File: src/rtl/ldl_fifo_pkg.sv
// Shared types and constants for the LDL FIFO read-side stream drain.
package ldl_fifo_pkg;

    // Local buffer occupancy, 0..2 words.
    typedef logic [1:0] occ_t;

    localparam occ_t OCC_MAX    = 2'd2;
    localparam int   XFER_CNT_W = 16;

endpackage

File: src/rtl/ldl_stream_skid2.sv
// Two-entry register buffer feeding a valid/ready stream.
// s0 always drives m_data; s1 is the skid slot used only while s0 is held.
module ldl_stream_skid2
    import ldl_fifo_pkg::*;
#(
    parameter int DW = 8
)
(
    input  logic          clk,
    input  logic          rst,
    input  logic          cap,
    input  logic          pop,
    input  logic [DW-1:0] din,
    output occ_t          occ,
    output logic          m_valid,
    output logic [DW-1:0] m_data
);

    occ_t          occ_q, occ_d;
    occ_t          occ_after_pop;
    logic [DW-1:0] s0_q, s0_d;
    logic [DW-1:0] s1_q, s1_d;

    // Pop shifts s1 forward; a captured word fills the first free slot after the pop.
    always_comb begin
        s0_d          = s0_q;
        s1_d          = s1_q;
        occ_after_pop = occ_q - occ_t'(pop);
        if (pop && occ_q == OCC_MAX) begin
            s0_d = s1_q;
        end
        if (cap) begin
            if (occ_after_pop == '0) begin
                s0_d = din;
            end else begin
                s1_d = din;
            end
        end
        occ_d = occ_after_pop + occ_t'(cap);
    end

    // Buffer registers; reset drops anything held.
    always_ff @(posedge clk or posedge rst) begin
        if (rst) begin
            occ_q <= '0;
            s0_q  <= '0;
            s1_q  <= '0;
        end else begin
            occ_q <= occ_d;
            s0_q  <= s0_d;
            s1_q  <= s1_d;
        end
    end

    assign occ     = occ_q;
    assign m_valid = (occ_q != '0);
    assign m_data  = s0_q;

    // The credit logic upstream must never deliver a word into a full buffer.
    a_no_overflow : assert property (@(posedge clk) disable iff (rst)
        !(cap && !pop && occ_q == OCC_MAX));

endmodule

File: src/rtl/ldl_fifo_rd_stream.sv
// Read-side drain for the LDL FIFOs: issues re to the FIFO read port and
// presents the words as a valid/ready stream from a 2-entry buffer.
// AHEAD=1: show-ahead FIFO, dout captured in the cycle re is high.
// AHEAD=0: registered-read FIFO, dout captured the cycle after re (pend).
// Optional feature macro: LDL_FIFO_RD_STAT_EN adds the saturating xfer_cnt port.
module ldl_fifo_rd_stream
    import ldl_fifo_pkg::*;
#(
    parameter int DW    = 8,
    parameter int AHEAD = 1
)
(
    input  logic                  clk,
    input  logic                  rst,
    input  logic                  empty,
    input  logic [DW-1:0]         dout,
    output logic                  re,
    output logic                  m_valid,
    input  logic                  m_ready,
    output logic [DW-1:0]         m_data,
    output logic [1:0]            lvl
`ifdef LDL_FIFO_RD_STAT_EN
    ,
    output logic [XFER_CNT_W-1:0] xfer_cnt
`endif
);

    occ_t       occ;
    logic       pop;
    logic       cap;
    logic       pend_q, pend_d;
    logic [2:0] credit;

    assign pop = m_valid & m_ready;

    // Words held plus the one in flight from the FIFO; a pop this cycle frees a
    // slot, so m_ready feeds re combinationally to keep 1 word/cycle.
    assign credit = {1'b0, occ} + {2'b00, pend_q};
    assign re     = ~empty & ~rst & ((credit < {1'b0, OCC_MAX}) | pop);
    assign cap    = (AHEAD != 0) ? re : pend_q;

    // A registered-read FIFO presents the word one cycle after re.
    always_comb begin
        pend_d = (AHEAD != 0) ? 1'b0 : re;
    end

    // In-flight read marker.
    always_ff @(posedge clk or posedge rst) begin
        if (rst) begin
            pend_q <= 1'b0;
        end else begin
            pend_q <= pend_d;
        end
    end

    ldl_stream_skid2 #(
        .DW (DW)
    ) u_skid (
        .clk     (clk),
        .rst     (rst),
        .cap     (cap),
        .pop     (pop),
        .din     (dout),
        .occ     (occ),
        .m_valid (m_valid),
        .m_data  (m_data)
    );

    assign lvl = occ;

`ifdef LDL_FIFO_RD_STAT_EN
    logic [XFER_CNT_W-1:0] xfer_cnt_q, xfer_cnt_d;

    // Completed handshakes, saturating at all-ones.
    always_comb begin
        xfer_cnt_d = xfer_cnt_q;
        if (pop && xfer_cnt_q != '1) begin
            xfer_cnt_d = xfer_cnt_q + {{(XFER_CNT_W-1){1'b0}}, 1'b1};
        end
    end

    // Counter register.
    always_ff @(posedge clk or posedge rst) begin
        if (rst) begin
            xfer_cnt_q <= '0;
        end else begin
            xfer_cnt_q <= xfer_cnt_d;
        end
    end

    assign xfer_cnt = xfer_cnt_q;
`endif

endmodule

File: config.mk
export PLATFORM = sky130hd
export DESIGN_NAME = ldl_fifo_rd_stream
export DESIGN_NICKNAME = d
export VERILOG_FILES = /design/src/rtl/ldl_fifo_pkg.sv /design/src/rtl/ldl_stream_skid2.sv /design/src/rtl/ldl_fifo_rd_stream.sv
export SDC_FILE = /design/constraint.sdc
export NUM_CORES = 1
export LEC_CHECK = 0
export CAP_MARGIN = 0
export CORE_UTILIZATION = 45
export CTS_CLUSTER_DIAMETER = 120
export DETAILED_ROUTE_END_ITERATION = 10
export DONT_BUFFER_PORTS = 1
export PLACE_DENSITY_LB_ADDON = 0.25
export SLEW_MARGIN = 20
export SYNTH_ARGS = -nofsm -noshare
export SYNTH_HDL_FRONTEND = slang
export SYNTH_HIERARCHICAL = 1
export SYNTH_SLANG_ARGS = --single-unit
File: constraint.sdc
create_clock -name clk -period 2.2 [get_ports clk]
set_input_delay 0.44 -clock clk [delete_from_list [all_inputs] [get_ports clk]]
set_output_delay 0.44 -clock clk [all_outputs]
set_load 0.05 [all_outputs]
==> metrics.cfg <==
[layout]
diodes = 0
nets = 80
final_common_cell = mux2_2
area_growth_pct = 17.8
fillers = 149
drive_gt1_frac = 0.646
final_cell_mix = mux2_2 (23), dfrtp_1 (16), inv_1 (4), buf_4 (4), clkbuf_4 (3)

[hold_path]
hold_class = in -> async

[placed_design]
place.gp.congestion = 0.670
io_buffers = 0
dp_hpwl_um = 983
dp_slack_ps = 64.2

[die]
initial_utilization = 0.486
fp.dieH_um = 45.4
top_level_ports = 24
fp.dieW_um = 45.4
die_area_um2 = 2060
core_um2 = 1750
rows = 15

[clock_tree]
clk_latency_ps = 290
cts_root_buf = clkbuf_4
clk_pin_slew_ps = 110
cts_tree = built
clk_path_buf_depth = 2
cts_made_buffers = 3
htreeDepth = 1
clock_sinks = 18

[sta]
worst_slew_pin_slew_ps = 691
hold_viol = 0
fin_skew_ps = 10.7
min_period_ps = 2120
rsz0062_at_grt = false
min_period_over_period = 0.964
setup_violations = 0
drv_slew = 0
relSlewSlack = 0.539
worst_slack_ps = 79.2
max_freq_mhz = 472

[detailed_routing]
drtIter0Drc = 5
first_pass_iters = 2
routed_wl_um = 1390
drc = 0
wire_per_inst_um = 15.5
via_per_inst = 5.00
num_vias = 450
ant_nets = 0

[worst_setup_path]
cpPeakStageDelay_ps = 490
worstPathCellList = or2_4, nand2_4, inv_1, ha_1, xnor2_2, a21boi_4, buf_12, mux2_4
critPathSlowestCell = dfrtp_4
critPathKind = reg -> reg
endpoint_kind = flop
worstSetupStartpointType = flop
worstPathRequired_ps = 2370
cp_max_fo = 8
worstPathArrival_ps = 2290
crit_buf_inv = 2
critPathTopFamily = flip-flops

[outcome]
outcome = finished clean

[yosys]
seq_area_frac_synth = 0.531
synth_seq_cells = 18
syn_area_um2 = 848
syn_inst = 56
ys_types = 12
synth.avg_cell_area_um2 = 15.1
syn_nets = 70
ys.warnings.count = 6

[global_route]
grt_pass1_wl_um = 2100
overflow = 0
grtUsageTotal = 0.149
antenna_found_initial = 0
grt_max_degree = 19
grt_pass1_vias = 450

[run]
max_cap_violations = 0

-- per-stage QoR --
step / setup TNS (ps) / cell area (um2) / hold WS, ps / util / std cells
floorplan: -1720 / 875 / 379 / - / 56
global placement: 0 / 936 / 472 / 0.536 / 85
detailed placement: 0 / 936 / 469 / 0.536 / 85
CTS: 0 / 972 / 155 / 0.557 / 89
global route: 0 / 1000 / 171 / 0.573 / 90
finish: 0 / 1000 / 127 / 0.573 / 90
-- worst register-to-register path, stage by stage (launching register included) --
cell and delay, ps:
dfrtp_4 490, or2_4 260, nand2_4 80, inv_1 60
ha_1 230, xnor2_2 340, a21boi_4 100, buf_12 160
mux2_4 290
-- state kept, by name (all words and copies together), names as in the netlist --
| signal | cells |
|---|---|
| u_skid/m_data | 8 |
| u_skid/occ | 2 |
| u_skid/s1_q | 8 |
-- cells in the mapped netlist, drive strengths merged --
cell type | n | share of area
mux2 | 24 | 0.32
dfrtp | 18 | 0.53
inv | 4 | 0.018
ha | 2 | 0.029
xnor2 | 2 | 0.030
a211oi | 1 | 0.015
a21boi | 1 | 0.022
nand2 | 1 | 0.0044
nand3 | 1 | 0.012
nand3b | 1 | 0.013
or2 | 1 | 0.0074
-- worst paths after layout --
check                                            from                         end  slack, ps  cells past startpoint
setup / recovery              u_skid/occ[1]$_DFF_PP0_  u_skid/s1_q[1]$_DFFE_PP0P_         80                      8
hold / removal                                    rst     u_skid/occ[1]$_DFF_PP0_        130                      1
setup reg to reg              u_skid/occ[1]$_DFF_PP0_  u_skid/s1_q[1]$_DFFE_PP0P_         80                      8
hold reg to reg            u_skid/s1_q[3]$_DFFE_PP0P_  u_skid/s1_q[3]$_DFFE_PP0P_        520                      1
max in group asynchronous                         rst     u_skid/occ[1]$_DFF_PP0_       1570                      1
min in group clk                              dout[6]  u_skid/s1_q[6]$_DFFE_PP0P_        290                      1
-- routing by layer --
metal	share of wire	vias up	track usage
met3	0.088	2	0.0556
met1	0.41	216	0.189
met5	0	-	0
met2	0.49	18	0.223
met4	0.0093	0	0.0727
li1	-	214	-
-- cells by family after synthesis --
kind of cell	after synthesis	share of synthesized area
DFF	18	0.531
muxes	24	0.319
xor gates and xnor gates	2	0.0295
adders and majority gates	2	0.0295
buffers and inverters	4	0.0177
and+or+nand+nor	4	0.0369
AOI/OAI and AO/OA	2	0.0369
-- final cells by class --
cell class,instances,area [um2],area share
clock buffer,4,36.3,0.0363
inverter,4,15.0,0.0150
multi-input combinational,34,412,0.412
sequential,18,455,0.456
tap,25,31.3,0.0313
timing repair buffer,5,50.0,0.0501
-- timing repair --
action / CTS / global route
gates resized for setup: 0 / 1
hold buffers: 0 / 0
setup endpoints to repair: 0 / 15
buffers inserted: 0 / 1
Power is left out: the tool's default activity adds up to more than one toggle a clock period on the data nets, which glitch-free logic cannot reach.
